**config.mk**
```make
export PLATFORM = sky130hd
export DESIGN_NAME = bin2bcd_seq
export DESIGN_NICKNAME = d
export VERILOG_FILES = /design/src/rtl/bin2bcd_seq.sv
export SDC_FILE = /design/constraint.sdc
export NUM_CORES = 1
export LEC_CHECK = 0
export CORE_MARGIN = 3
export CORE_UTILIZATION = 58
export DETAILED_ROUTE_END_ITERATION = 16
export GPL_TIMING_DRIVEN = 0
export PLACE_DENSITY_LB_ADDON = 0.25
export SLEW_MARGIN = 20
export SYNTH_ARGS = -nofsm -noshare
export SYNTH_HDL_FRONTEND = slang
export SYNTH_SLANG_ARGS = --single-unit
```
**constraint.sdc**
```tcl
create_clock -name clk -period 3.4 [get_ports clk]
set_input_delay 0.68 -clock clk [delete_from_list [all_inputs] [get_ports clk]]
set_output_delay 0.68 -clock clk [all_outputs]
set_load 0.01 [all_outputs]
```
**src/rtl/bin2bcd_seq.sv**
```systemverilog
// Sequential binary-to-BCD converter (shift-add-3, one bit per clock).
// Valid/ready handshake on input and output; result valid BIN_W edges after
// the accepting edge. Values above 10^DIGITS-1 flag ovf and saturate to all 9s.
// Optional: LEADING_ZERO_BLANK_EN replaces leading zero digits with 4'hF.
module bin2bcd_seq #(
  parameter int unsigned BIN_W  = 30,
  parameter int unsigned DIGITS = 9
) (
  input  logic                  clk,
  input  logic                  rst,
  input  logic                  in_valid,
  output logic                  in_ready,
  input  logic [BIN_W-1:0]      bin_in,
  output logic                  out_valid,
  input  logic                  out_ready,
  output logic [4*DIGITS-1:0]   bcd_out,
  output logic                  ovf
);

  localparam int unsigned BCD_W = 4 * DIGITS;
  localparam int unsigned CNT_W = (BIN_W > 1) ? $clog2(BIN_W) : 1;
  localparam logic [CNT_W-1:0] LAST = CNT_W'(BIN_W - 1);

  function automatic logic [63:0] pow10_minus1(input int unsigned n);
    logic [63:0] v;
    v = 64'd1;
    for (int unsigned i = 0; i < n; i++) v = v * 64'd10;
    return v - 64'd1;
  endfunction

  localparam logic [63:0]      MAX_VAL = pow10_minus1(DIGITS);
  localparam logic [BCD_W-1:0] SAT_VAL = {DIGITS{4'h9}};

`ifdef LEADING_ZERO_BLANK_EN
  // Blank zero digits from the MSB down until the first non-zero; digit 0 is kept.
  function automatic logic [BCD_W-1:0] blank_lz(input logic [BCD_W-1:0] v);
    logic lead;
    blank_lz = v;
    lead     = 1'b1;
    for (int unsigned d = DIGITS - 1; d >= 1; d--) begin
      if (lead && (v[4*d +: 4] == 4'd0)) blank_lz[4*d +: 4] = 4'hF;
      else                               lead = 1'b0;
    end
  endfunction
`endif

  typedef enum logic [1:0] {IDLE, SHIFT, DONE} state_t;

  state_t             state, state_next;
  logic [BIN_W-1:0]   bin_reg, bin_next;
  logic [BCD_W-1:0]   bcd_acc, acc_next, adj, load_val;
  logic [CNT_W-1:0]   cnt;
  logic               ovf_pend;

  // State register.
  always_ff @(posedge clk or negedge rst) begin
    if (!rst) state <= IDLE;
    else      state <= state_next;
  end

  // Next-state and handshake outputs.
  always_comb begin
    state_next = state;
    in_ready   = 1'b0;
    out_valid  = 1'b0;
    case (state)
      IDLE: begin
        in_ready = 1'b1;
        if (in_valid) state_next = SHIFT;
      end
      SHIFT: begin
        if (cnt == LAST) state_next = DONE;
      end
      DONE: begin
        out_valid = 1'b1;
        if (out_ready) state_next = IDLE;
      end
      default: state_next = IDLE;
    endcase
  end

  // One double-dabble step: add 3 to digits >= 5, then shift the binary MSB in.
  // The carry out of the top digit falls off in the truncating cast.
  always_comb begin
    adj = bcd_acc;
    for (int unsigned d = 0; d < DIGITS; d++) begin
      if (bcd_acc[4*d +: 4] >= 4'd5) adj[4*d +: 4] = bcd_acc[4*d +: 4] + 4'd3;
    end
    acc_next = BCD_W'({adj, bin_reg[BIN_W-1]});
    bin_next = {bin_reg[BIN_W-2:0], 1'b0};
`ifdef LEADING_ZERO_BLANK_EN
    load_val = ovf_pend ? SAT_VAL : blank_lz(acc_next);
`else
    load_val = ovf_pend ? SAT_VAL : acc_next;
`endif
  end

  // Datapath: load on accept, shift while converting, register the result.
  always_ff @(posedge clk or negedge rst) begin
    if (!rst) begin
      bin_reg  <= '0;
      bcd_acc  <= '0;
      cnt      <= '0;
      ovf_pend <= 1'b0;
      bcd_out  <= '0;
      ovf      <= 1'b0;
    end else begin
      case (state)
        IDLE: begin
          if (in_valid) begin
            bin_reg  <= bin_in;
            bcd_acc  <= '0;
            cnt      <= '0;
            ovf_pend <= (64'(bin_in) > MAX_VAL);
          end
        end
        SHIFT: begin
          bin_reg <= bin_next;
          bcd_acc <= acc_next;
          cnt     <= cnt + 1'b1;
          if (cnt == LAST) begin
            bcd_out <= load_val;
            ovf     <= ovf_pend;
          end
        end
        default: ;
      endcase
    end
  end

endmodule

```
==> results_dict.tcl, run 1 <==
set metrics [dict create \
    multi_input_area_um2 2370 \
    cp-end-kind "output port" \
    netlist_instances 579 \
    cap_violations 0 \
    fin_worst_skew_ns 0.0194 \
    drt_wl_total_um 13100 \
    report.final.hold_viol_count 0 \
    cp_max_fo 5 \
    coreArea_um2 8890 \
    cts.sinks 111 \
    async_flop_share_pct 100 \
    cts_tree "yes" \
    period_needed_ns 2.30 \
    clk_path_buf_depth 2 \
    via_per_inst 6.00 \
    fillers 658 \
    whs_ns 0.186 \
    setup_viol 0 \
    cts_buffers 9 \
    h-tree-depth 3 \
    status "finished clean" \
    rsz0062_at_grt "no" \
    drtIter0Drc 257 \
    min_path_type "primary input to asynchronous set/reset pin" \
    seq_area_um2 2780 \
    synth_top_cells_by_count "dfrtp_1, o21ai_0, nor2_1" \
    ys.flop_type "dfrtp_1" \
    vias 4658 \
    setup_ws_ns 1.10 \
    fin_crit_sh_pct 67.7 \
    synthDistinctLibCells 35 \
    cts_resized 0 \
    startpoint_type "flip-flop" \
    max_slew_margin_pct 59.2 \
    fp.dieW_um 103 \
    synth_area_leaders "dfrtp_1, o21ai_0, ha_1" \
    area_delta_synth_final_pct 19.8 \
    grt_use_total_pct 26.2 \
    power.density_nw_per_um2 855 \
    chipHeight_um 103 \
    portBuffers 72 \
    post-place-ws_ns 0.900 \
    row_count 34 \
    cts_setup_buffers 0 \
    p_leak_uw 0.00269 \
    grt_pass1_wl_um 21700 \
    ys_ff_latch 111 \
    synth_edf_count 0 \
    start_util_pct 60.8 \
    dp_hpwl_um 9490 \
    slew_viol_final 0 \
    wl_met3_um 656 \
    critPathKind "flip-flop to output port" \
    critPathArrivalTime_ns 1.62 \
    netlist.area_leader.share_pct 51.4 \
    ant_nets 0 \
    wl_per_cell_um 16.9 \
    clk_latency_ns 0.38 \
    ys_warn_count 0 \
    syn_area_per_cell_um2 9.34 \
    wl_met2_um 6640 \
    top_layer_used "met4" \
    synth_top_area_cell "dfrtp_1" \
    syn_nets 633 \
    yosysSeqAreaShare_pct 51.4 \
    fmax_mhz 434 \
    synth.most_common_cell "dfrtp_1" \
    drive_above_1_share_pct 7.19 \
    gr-total-overflow 0 \
    diodes 0 \
    grt_max_degree 74 \
    cp.required_ns 2.72 \
    place.gp.congestion 0.860 \
    nets 717 \
    drt-pass1-iter-count 5 \
    grt_pass1_vias 4502 \
    die-area_um2 10500 \
    clk_pin_slew_ns 0.12 \
    drc 0 \
    netlist_area_um2 5410 \
    met1Wirelength_um 5620 \
    ir_worst_vdd_v 0.000363 \
    antenna_found_initial 0 \
    cts_hold_repair.buffers 0 \
    worst_pin_slew_ns 0.612 \
    cts-root-buf "clkbuf_8" \
    ios 73 \
]
[critical path: stages, from the launching register on]
cell,delay [ns]
dfrtp_1,0.46
nand2b_1,0.20
inv_1,0.06
clkdlybuf4s50_1,0.53
[stage by stage]
step | std cells | power [µW] | setup TNS [ns] | area, µm² | util (%)
2_1_floorplan | 579 | 3920 | 0 | 5410 | -
3_3_place_gp | 759 | 4590 | -281.06 | 6260 | 70.4
3_5_place_dp | 760 | 4770 | 0 | 6290 | 70.8
4_1_cts | 776 | 5530 | 0 | 6480 | 72.9
5_1_grt | 776 | 5970 | 0 | 6480 | 72.9
6_report | 776 | 5540 | 0 | 6480 | 72.9
[cells in the final DEF, fill, tap and decap left out, types with 2 or more instances in the layout]
cell	netlist	final
a21oi_1	26	26
and2_1	2	2
and4_1	3	3
buf_2	10	10
buf_4	6	6
buf_6	2	3
clkbuf_1	17	17
clkbuf_8	0	9
clkdlybuf4s50_1	0	71
clkinv_4	0	3
dfrtp_1	111	111
ha_1	20	20
inv_1	20	20
inv_8	0	2
mux2_2	9	9
nand2_1	40	40
nand2b_1	21	21
nand3_1	30	30
nand4_1	3	3
nor2_1	62	62
nor3_1	47	47
nor3b_1	8	8
nor4_1	2	2
o21ai_0	70	70
o22ai_1	28	28
o31ai_1	20	20
xnor2_1	9	9
xor2_1	2	2
[cell families after synthesis]
group	count (synthesis)	synth area share (%)
AOI/OAI and AO/OA	147	15.3
xor gates and xnor gates	11	1.78
adders and majority gates	20	4.63
buffers and inverters	55	4.74
DFF	111	51.4
muxes	9	1.87
and+or+nand+nor	226	20.3
[power by group]
part	leakage [µW]	total (µW)	switching [µW]	internal, µW
logic	0.00120	2510	1410	1110
registers	0.00139	2250	400	1850
clock network	0.0000976	774	491	283
[cell type report]
class | count | area share, %
clock buffer | 9 | 1.91
clock inverter | 7 | 0.966
multi-input combinational | 413 | 36.6
sequential | 111 | 42.9
timing repair buffer | 73 | 11.6
buffer | 35 | 2.80
inverter | 20 | 1.16
tap | 108 | 2.09
[final timing paths]
kind	slack, ns	end	start	depth (start not counted)
setup / recovery	1.10	out_valid	state[0]	3
hold / removal	0.19	bcd_out[29]	rst	1
setup reg to reg	1.54	bcd_out[14]	bcd_acc[13]	6
hold reg to reg	0.49	bcd_out[26]	bcd_out[26]	2
max in group asynchronous	2.53	bcd_acc[11]	rst	2
min in group clk	0.49	bcd_out[26]	bcd_out[26]	2
[per-layer routing]
metal	track usage [%]	up-vias
li1	-	2207
met1	35.5	2288
met2	43.9	143
met3	3.38	20
met4	8.78	0
met5	0	-
Note: power is estimated with default switching activity, not from simulation.
==> run 2: changes to the inputs <==
--- a/config.mk
+++ b/config.mk
@@ -6,7 +6,7 @@
 export NUM_CORES = 1
 export LEC_CHECK = 0
 export CORE_MARGIN = 3
-export CORE_UTILIZATION = 58
+export CORE_UTILIZATION = 50
 export DETAILED_ROUTE_END_ITERATION = 16
 export GPL_TIMING_DRIVEN = 0
 export PLACE_DENSITY_LB_ADDON = 0.25
==> constraint.sdc (replaced) <==
create_clock -name clk -period 2 [get_ports clk]
set_input_delay 0.4 -clock clk [delete_from_list [all_inputs] [get_ports clk]]
set_output_delay 0.4 -clock clk [all_outputs]
set_load 0.01 [all_outputs]
==> results_dict.tcl, run 2 (synthesis gave the netlist of run 1 again) <==
set metrics [dict create \
    final_common_cell "dfrtp_1" \
    fin_area_um2 6610 \
    grt_max_degree 75 \
    coreArea_um2 10400 \
    slew_viol_final 0 \
    fmax_mhz 514 \
    cts_buffers 9 \
    drtIter0Drc 353 \
    cap_violations 0 \
    drc 0 \
    status "finished clean" \
    row_count 37 \
    ir_worst_vdd_v 0.000584 \
    fin_crit_sh_pct 97.4 \
    chipHeight_um 110 \
    gr-total-overflow 0 \
    wl_per_cell_um 17.0 \
    die-area_um2 12100 \
    cts-root-buf "clkbuf_8" \
    drive_above_1_share_pct 8.05 \
    ant_nets 0 \
    cp-end-kind "output port" \
    dpl_cell_area_um2 6330 \
    final_cells 807 \
    grt_pass1_wl_um 22900 \
    drt_wl_total_um 13700 \
    fin_worst_skew_ns 0.0124 \
    start_util_pct 51.9 \
    dp_hpwl_um 9580 \
    grt_use_total_pct 24.1 \
    portBuffers 72 \
    p_sw_uw 3880 \
    critPathKind "flip-flop to output port" \
    dp.cells 788 \
    place.gp.congestion 0.835 \
    post-place-ws_ns -0.194 \
    p_leak_uw 0.00275 \
    nets 721 \
    clkPwrFrac_pct 16.7 \
    max_slew_margin_pct 55.7 \
    vias 4688 \
    swShare_pct 39.6 \
    cts.sinks 111 \
    grt_pass1_vias 4651 \
    min_path_type "primary input to asynchronous set/reset pin" \
    fp.dieW_um 110 \
    critPathArrivalTime_ns 1.55 \
    worst_pin_slew_ns 0.665 \
    setup_viol 0 \
    drt-pass1-iter-count 7 \
    ios 73 \
    clk_latency_ns 0.37 \
    period_needed_ns 1.95 \
    startpoint_type "flip-flop" \
    diodes 0 \
    setup_ws_ns 0.0527 \
    p_seq_share_pct 39.3 \
    via_per_inst 5.81 \
    cp_max_fo 4 \
    intPower_uw 5910 \
    cp.required_ns 1.60 \
    combPwrFrac_pct 44.0 \
    power.density_nw_per_um2 1480 \
    area_delta_synth_final_pct 22.3 \
    rsz0062_at_grt "no" \
    clk_path_buf_depth 2 \
    clk_pin_slew_ns 0.10 \
    report.final.hold_viol_count 0 \
    antenna_found_initial 0 \
    h-tree-depth 3 \
    fillers 891 \
    cts_tree "yes" \
    layout_common_cells "dfrtp_1, o21ai_0, clkdlybuf4s50_1" \
]
-- run 2: changes by cell type in the layout (fill, tap and decap cells not counted), moves of 2 or more --
cell	previous run	this run
clkinv_4	3	1
inv_8	2	0
dfrtp_2	0	2
buf_4	6	9
dfrtp_1	111	109
bufinv_16	0	3
-- run 2: layout make-up --
cell class              instances  area, µm²  share of cell area (%)
well taps                     136        170                    2.57
plain buffers                  35        183                    2.76
inverters                      20       75.1                    1.14
flip-flops and latches        111       2780                    42.0
multi-input cells             413       2380                    35.9
repair buffers                 77        785                    11.9
clock buffers                  10        138                    2.08
clock inverters                 5        106                    1.61
-- run 2: power by group through the flow --
stage,logic [µW],registers [µW],clock network (µW)
2_1_floorplan,2890,3780,0
3_3_place_gp,4030,3810,0
6_report,4310,3840,1630
3_5_place_dp,4250,3870,0
4_1_cts,4290,3830,1640
5_1_grt,4890,3960,1710
-- run 2: what timing repair did --
| item | 4_1_cts | 5_1_grt |
|---|---|---|
| resized for setup | 3 | 3 |
| hold buffers | 1 | 0 |
| hold endpoints to repair | 37 | 0 |
| setup buffers | 1 | 2 |
| setup endpoints to repair | 2 | 6 |
| pin swaps | 0 | 1 |
-- run 2: path summary, 6_finish.rpt --
path                       slack, ns  depth (start not counted)   startpoint          end
hold / removal                  0.49                          2          rst  bcd_out[30]
setup reg to reg                0.14                          6  bcd_acc[24]  bcd_out[26]
hold reg to reg                 0.49                          2  bcd_out[30]  bcd_out[30]
min in group clk                0.49                          2  bcd_out[30]  bcd_out[30]
setup / recovery                0.05                          2     state[1]     in_ready
max in group asynchronous       0.83                          3          rst       cnt[1]
-- run 2: critical path, stage by stage, from the launching register on --
cell and delay (ns):
dfrtp_2 0.46, nor2_2 0.15, clkdlybuf4s50_1 0.56
-- run 2: layer usage --
metal,wire [µm],GRT usage (%),vias up,share of wire [%]
met4,224,7.39,0,1.6
met1,5990,33.7,2335,44
met3,743,3.55,22,5.4
li1,-,-,2203,-
met5,0,0,-,0
met2,6770,38.9,128,49
-- run 2: stage by stage --
stage               utilization (%)  total power [µW]  hold WS [ns]  TNS [ns]
global route                   63.5             10600         0.514         0
CTS                            63.3              9760         0.492         0
finish                         63.5              9790         0.487         0
global placement               60.5              7840         0.456   -416.60
floorplan                         -              6670         0.104         0
detailed placement             60.7              8120         0.328     -1.63
==> run 3: changes to the inputs <==
--- a/config.mk
+++ b/config.mk
@@ -10,7 +10,7 @@
 export DETAILED_ROUTE_END_ITERATION = 16
 export GPL_TIMING_DRIVEN = 0
 export PLACE_DENSITY_LB_ADDON = 0.25
-export SLEW_MARGIN = 20
+export SLEW_MARGIN = 10
 export SYNTH_ARGS = -nofsm -noshare
 export SYNTH_HDL_FRONTEND = slang
 export SYNTH_SLANG_ARGS = --single-unit
==> results of run 3 <==
No change in the layout: final DEF, timing and power equal those of run 2.
